**config.mk**
```make
export PLATFORM = sky130hd
export DESIGN_NAME = spy_recorder
export DESIGN_NICKNAME = d
export VERILOG_FILES = /design/src/rtl/spy_pkg.sv /design/src/rtl/spy_dpram.sv /design/src/rtl/spy_recorder.sv
export SDC_FILE = /design/constraint.sdc
export NUM_CORES = 2
export LEC_CHECK = 0
export CORE_MARGIN = 2
export CORE_UTILIZATION = 64
export DETAILED_ROUTE_END_ITERATION = 12
export PLACE_DENSITY = 0.81
export SYNTH_ARGS = -nofsm -noshare
export SYNTH_HDL_FRONTEND = slang
export SYNTH_MEMORY_MAX_BITS = 65536
export SYNTH_SLANG_ARGS = --single-unit
export TNS_END_PERCENT = 50
```
**constraint.sdc**
```tcl
create_clock -name clock -period 10.9 [get_ports clock]
set_clock_uncertainty 0.05 [all_clocks]
set_input_delay 2.18 -clock clock [delete_from_list [all_inputs] [get_ports clock]]
set_output_delay 2.18 -clock clock [all_outputs]
set_load 0.02 [all_outputs]
```
**src/rtl/spy_pkg.sv**
```systemverilog
// Shared definitions for the spy recorder: FSM state encoding and freeze-mode codes.
package spy_pkg;

  typedef enum logic [1:0] {
    ST_RECORD = 2'd0,
    ST_ARMED  = 2'd1,
    ST_FROZEN = 2'd2
  } state_t;

  localparam logic [1:0] MODE_IMMEDIATE  = 2'd0;
  localparam logic [1:0] MODE_POST_COUNT = 2'd1;
  localparam logic [1:0] MODE_EVENT_END  = 2'd2;

  // The reserved code 3 behaves exactly like an immediate freeze.
  function automatic logic [1:0] norm_mode(input logic [1:0] m);
    return (m == 2'd3) ? MODE_IMMEDIATE : m;
  endfunction

endpackage

```
**src/rtl/spy_dpram.sv**
```systemverilog
// Simple dual-port RAM: one write port, one registered read port returning old data on collision.
module spy_dpram
  import spy_pkg::*;
#(
  parameter int ADDR_WIDTH = 7,
  parameter int WIDTH      = 33
) (
  input  logic                  clock,
  input  logic                  reset,
  input  logic                  write_enable,
  input  logic [ADDR_WIDTH-1:0] write_addr,
  input  logic [WIDTH-1:0]      write_data,
  input  logic                  read_enable,
  input  logic [ADDR_WIDTH-1:0] read_addr,
  output logic [WIDTH-1:0]      read_data
);

  logic [WIDTH-1:0] mem [2**ADDR_WIDTH];

  // Array has no reset so it maps onto block RAM; only the output register clears.
  always_ff @(posedge clock) begin
    if (write_enable) mem[write_addr] <= write_data;
  end

  always_ff @(posedge clock or negedge reset) begin
    if (!reset)           read_data <= '0;
    else if (read_enable) read_data <= mem[read_addr];
  end

endmodule

```
**src/rtl/spy_recorder.sv**
```systemverilog
// Circular spy memory with event list and a record/armed/frozen trigger FSM.
module spy_recorder
  import spy_pkg::*;
#(
  parameter int DATA_WIDTH = 32,
  parameter int MEM_WIDTH  = 7,
  parameter int META_WIDTH = 4,
  parameter int POST_WIDTH = 8
) (
  input  logic                  clock,
  input  logic                  reset,
  input  logic [DATA_WIDTH:0]   data_in,
  input  logic                  write_enable,
  input  logic [1:0]            mode,
  input  logic [POST_WIDTH-1:0] post_count,
  input  logic                  freeze_req,
  input  logic                  release_req,
  input  logic                  read_enable,
  input  logic [MEM_WIDTH-1:0]  read_addr,
  output logic [DATA_WIDTH:0]   data_out,
  input  logic                  meta_read_enable,
  input  logic [META_WIDTH-1:0] meta_read_addr,
  output logic [MEM_WIDTH:0]    meta_read_data,
  output logic [MEM_WIDTH-1:0]  write_ptr,
  output logic [META_WIDTH-1:0] meta_write_ptr,
  output logic                  wrapped,
  output logic                  frozen
);

  localparam int META_DEPTH = 2**META_WIDTH;

  state_t                state, state_n;
  logic [1:0]            mode_q, mode_n;
  logic [POST_WIDTH-1:0] cnt, cnt_n;
  logic                  mem_we;
  logic                  meta_we;
  logic                  clr_wrap;
  logic                  eoe;
  logic [MEM_WIDTH-1:0]  next_wptr;
  logic [META_DEPTH-1:0] meta_valid;
  logic                  meta_valid_rd;
  logic [MEM_WIDTH-1:0]  meta_addr_rd;

  assign eoe       = data_in[DATA_WIDTH];
  assign next_wptr = write_ptr + MEM_WIDTH'(1);
  assign meta_we   = mem_we & eoe;

  always_comb begin
    state_n  = state;
    mode_n   = mode_q;
    cnt_n    = cnt;
    mem_we   = 1'b0;
    clr_wrap = 1'b0;
    unique case (state)
      ST_RECORD: begin
        if (freeze_req) begin
          mode_n = norm_mode(mode);
          unique case (norm_mode(mode))
            MODE_POST_COUNT: begin
              mem_we  = write_enable;
              cnt_n   = post_count;
              state_n = (post_count == '0) ? ST_FROZEN : ST_ARMED;
            end
            MODE_EVENT_END: begin
              mem_we  = write_enable;
              state_n = (write_enable && eoe) ? ST_FROZEN : ST_ARMED;
            end
            default: state_n = ST_FROZEN;
          endcase
        end else begin
          mem_we = write_enable;
        end
      end
      ST_ARMED: begin
        mem_we = write_enable;
        if (mode_q == MODE_POST_COUNT) begin
          if (write_enable) begin
            cnt_n = cnt - POST_WIDTH'(1);
            if (cnt == POST_WIDTH'(1)) state_n = ST_FROZEN;
          end
        end else if (mode_q == MODE_EVENT_END) begin
          if (write_enable && eoe) state_n = ST_FROZEN;
        end else begin
          state_n = ST_FROZEN;
        end
      end
      ST_FROZEN: begin
        if (release_req) begin
          state_n  = ST_RECORD;
          clr_wrap = 1'b1;
        end
      end
      default: state_n = ST_RECORD;
    endcase
  end

  always_ff @(posedge clock or negedge reset) begin
    if (!reset) begin
      state  <= ST_RECORD;
      mode_q <= MODE_IMMEDIATE;
      cnt    <= '0;
      frozen <= 1'b0;
    end else begin
      state  <= state_n;
      mode_q <= mode_n;
      cnt    <= cnt_n;
      frozen <= (state_n == ST_FROZEN);
    end
  end

  always_ff @(posedge clock or negedge reset) begin
    if (!reset) begin
      write_ptr      <= '0;
      meta_write_ptr <= '0;
      wrapped        <= 1'b0;
      meta_valid     <= '0;
    end else begin
      if (mem_we) begin
        write_ptr <= next_wptr;
        if (&write_ptr) wrapped <= 1'b1;
      end
      if (clr_wrap) wrapped <= 1'b0;
      if (meta_we) begin
        meta_write_ptr             <= meta_write_ptr + META_WIDTH'(1);
        meta_valid[meta_write_ptr] <= 1'b1;
      end
    end
  end

  // Valid bits live in flops so reset can clear them; addresses live in RAM.
  always_ff @(posedge clock or negedge reset) begin
    if (!reset)                meta_valid_rd <= 1'b0;
    else if (meta_read_enable) meta_valid_rd <= meta_valid[meta_read_addr];
  end

  assign meta_read_data = {meta_valid_rd, meta_addr_rd};

  spy_dpram #(
    .ADDR_WIDTH (MEM_WIDTH),
    .WIDTH      (DATA_WIDTH + 1)
  ) u_spy_mem (
    .clock        (clock),
    .reset        (reset),
    .write_enable (mem_we),
    .write_addr   (write_ptr),
    .write_data   (data_in),
    .read_enable  (read_enable),
    .read_addr    (read_addr),
    .read_data    (data_out)
  );

  spy_dpram #(
    .ADDR_WIDTH (META_WIDTH),
    .WIDTH      (MEM_WIDTH)
  ) u_event_list (
    .clock        (clock),
    .reset        (reset),
    .write_enable (meta_we),
    .write_addr   (meta_write_ptr),
    .write_data   (next_wptr),
    .read_enable  (meta_read_enable),
    .read_addr    (meta_read_addr),
    .read_data    (meta_addr_rd)
  );

endmodule

```
==> results.cfg <==
[timing]
rsz0062_at_grt = false
period_minus_slack_ns = 6.01
setup_viol = 0
drv_slew = 5
worst_pin_slew_ns = 1.60
relSlewSlack_pct = -7.33
min_period_over_period_pct = 55.2
setup_tns_ns = 0
max_freq_ghz = 0.166
setup_ws_ns = 4.89
hold_violations = 0

[outcome]
violations = capacitance limit, slew limit
status = finished with violations

[clocking]
clockBufferDepth = 4
postCtsResizedCells = 0
postCtsHoldBufs = 0
root_buffer = clkbuf_16
cts_tree = yes
htreeDepth = 5
cts_setup_buffers = 0
clock_sinks = 4418
clock_latency_ns = 1.00
cts_buffers = 423
clk_pin_slew_ns = 0.07

[routing]
wl_per_cell_um = 38.9
antenna_left = 0
drt_iter0_drc = 16300
drt-pass1-iter-count = 7
drt-total-wl_um = 476000
dr_total_vias = 89300
drc = 0
vias_per_cell = 7.29

[synth]
ys_async_sr_fraction_pct = 1.86
yosysTopAreaCell = edfxtp_1
synth_top_area_share_pct = 76.5
syn_inst = 8157
syn_area_mm2 = 0.170
yosys_warnings = 0
yosysSeqAreaShare_pct = 77.7
yosysMostFrequentCell = edfxtp_1
synth-edff-count = 4336
ys_ff_latch = 4418
syn_area_per_cell_um2 = 20.9
ys_top_cells_by_count = edfxtp_1 (4336), mux2i_1 (961), mux4_2 (732)
yosys_most_used_dff = edfxtp_1
synth_cell_types = 46
syn_nets = 8228
synth.area.top_cells = edfxtp_1 (76%), mux4_2 (9.7%), mux2i_1 (5.6%)

[floorplan]
die_x_um = 520
core_area_mm2 = 0.265
die-area_mm2 = 0.270
placementRows = 189
fp.dieH_um = 520
ios = 115
start_util_pct = 64.3

[setup_path]
slowest_delay_ns = 0.77
path_cells = buf_16 -> buf_12 -> or2_4 -> buf_4 -> o22ai_1 -> o31ai_1 -> a21oi_1 -> o211ai_1 -> o311ai_1
path_buf_inv = 3
crit_path_end_kind = flop
cp_slowest_cell = o211ai_1
arrival_ns = 6.77
cp.required_ns = 11.66
crit_family = compound AO/OA/AOI/OAI gates
crit_path_max_fanout = 80
worstSetupPathType = primary input to flop
crit_path_start_kind = primary input

[global_route]
grt.overflow.total = 0
grt_max_degree = 126
grt_pass1_wl_um = 662000
grt_antenna_before_repair = 39
grt_usage_pct = 35.1
grt_pass1_vias = 87200

[finish]
nFillCells = 14300
synthToLayoutAreaGrowth_pct = 11.2
fin_util_pct = 71.5
drive_gt1_share_pct = 20.4
layout.area.seq_mm2 = 0.132
fin_cells = 12200
multi_input_area_mm2 = 0.0369
fin_nets = 8432

[job]
maxCapViolations = 3

[placement]
gp_congestion = 0.980
port_buffers = 114
dp_slack_ns = 4.08
post-place-cells = 11500
post-dp-hpwl_um = 266000

[pwr]
vdd_drop_max_mv = 0.218
power.total_w = 0.0362
power_density_mw_per_mm2 = 191
p_leak_nw = 61.0

[worst_hold_path]
hold_path_class = flop to flop
-- final cells by class --
| class | instances | area share [%] |
|---|---|---|
| diodes | 13 | 0.0172 |
| clock buffers | 514 | 5.91 |
| clock inverters | 248 | 1.19 |
| inverters | 15 | 0.0297 |
| multi-input cells | 3249 | 19.5 |
| flip-flops and latches | 4418 | 69.8 |
| well taps | 3533 | 2.33 |
| repair buffers | 254 | 1.20 |
-- metrics by stage --
step	hold WS [ns]	area, µm²
final	0.421	189000
after global routing	0.435	189000
after CTS	0.420	189000
after detailed placement	0.405	176000
after global placement	0.394	176000
after floorplan	0.384	170000
-- per-layer routing --
layer	GRT usage, %	part of all wire, %
met5	0	0.038
met1	46.2	33
met2	52.1	45
met4	17.9	6.4
met3	13.2	16
-- worst reg2reg max path, cell delays in order (launching register included) --
cell	delay [ns]
dfrtp_1	0.49
nor2b_1	0.13
a21oi_1	0.67
nor2b_1	0.69
nand2_4	0.75
nor2_4	1.20
-- worst paths after layout --
check	start	to	slack (ns)	cells after the start
setup / recovery	read_addr[0]	u_spy_mem.read_data[2]$_DFFE_PN0P_	4.89	9
setup reg to reg	state[0]$_DFF_PN0_	u_spy_mem.mem[65][1]$_DFFE_PP_	6.43	5
hold reg to reg	meta_valid[9]$_DFFE_PN0P_	meta_valid[9]$_DFFE_PN0P_	0.42	1
min in group asynchronous	reset	meta_valid[7]$_DFFE_PN0P_	1.13	1
max in group asynchronous	reset	u_spy_mem.read_data[17]$_DFFE_PN0P_	8.14	2
hold / removal	meta_valid[9]$_DFFE_PN0P_	meta_valid[9]$_DFFE_PN0P_	0.42	1
-- registers in the layout, summed over array words and instances, names as in the netlist --
name,count
u_event_list.mem,112
meta_valid,16
u_event_list.read_data,7
cnt,8
u_spy_mem.mem,4224
state,2
write_ptr,7
meta_valid_rd,1
u_spy_mem.read_data,33
meta_write_ptr,4
mode_q,2
frozen,1
wrapped,1
-- kinds of logic after synthesis --
group | Yosys count | synth area share (%)
adders and majority gates | 10 | 0.0735
muxes | 1767 | 15.8
DFF | 4418 | 77.7
AOI/OAI and AO/OA | 865 | 3.41
and+or+nand+nor | 593 | 1.59
buffers and inverters | 490 | 1.37
xor gates and xnor gates | 14 | 0.0720
-- cell usage in the layout (no fill, tap or decap), types with 6 or more instances in the layout --
cell type,Yosys,routed
o21ai_0,109,109
nor3_1,108,105
a211oi_1,36,32
clkinv_1,0,85
a22oi_1,178,178
nor2_4,0,133
mux4_2,732,732
clkbuf_16,0,428
nand2_1,171,164
nor2b_1,19,13
nand3_1,14,12
clkinv_2,0,85
nand2_4,0,7
clkinv_4,0,6
clkinvlp_4,0,23
o311ai_1,30,30
clkbuf_1,213,71
bufinv_16,0,38
mux2i_1,961,961
mux2_2,74,74
buf_12,0,11
or2_2,19,18
a21oi_1,163,161
dfrtp_1,82,82
ha_1,10,10
edfxtp_1,4336,4336
o22ai_1,163,163
clkbuf_8,0,15
nor2_1,168,34
and3_1,31,31
o221ai_1,65,65
diode_2,0,13
nand2b_1,45,42
xnor2_1,10,10
a221o_1,33,33
o211ai_1,69,69
clkdlybuf4s50_1,0,73
inv_1,15,15
buf_4,62,163
-- where the power goes --
| group | switching [W] | internal [W] |
|---|---|---|
| clock network | 0.00628 | 0.00818 |
| registers | 0.000215 | 0.0190 |
| logic | 0.00184 | 0.000758 |
No activity file was read; power rests on OpenSTA's default activity.
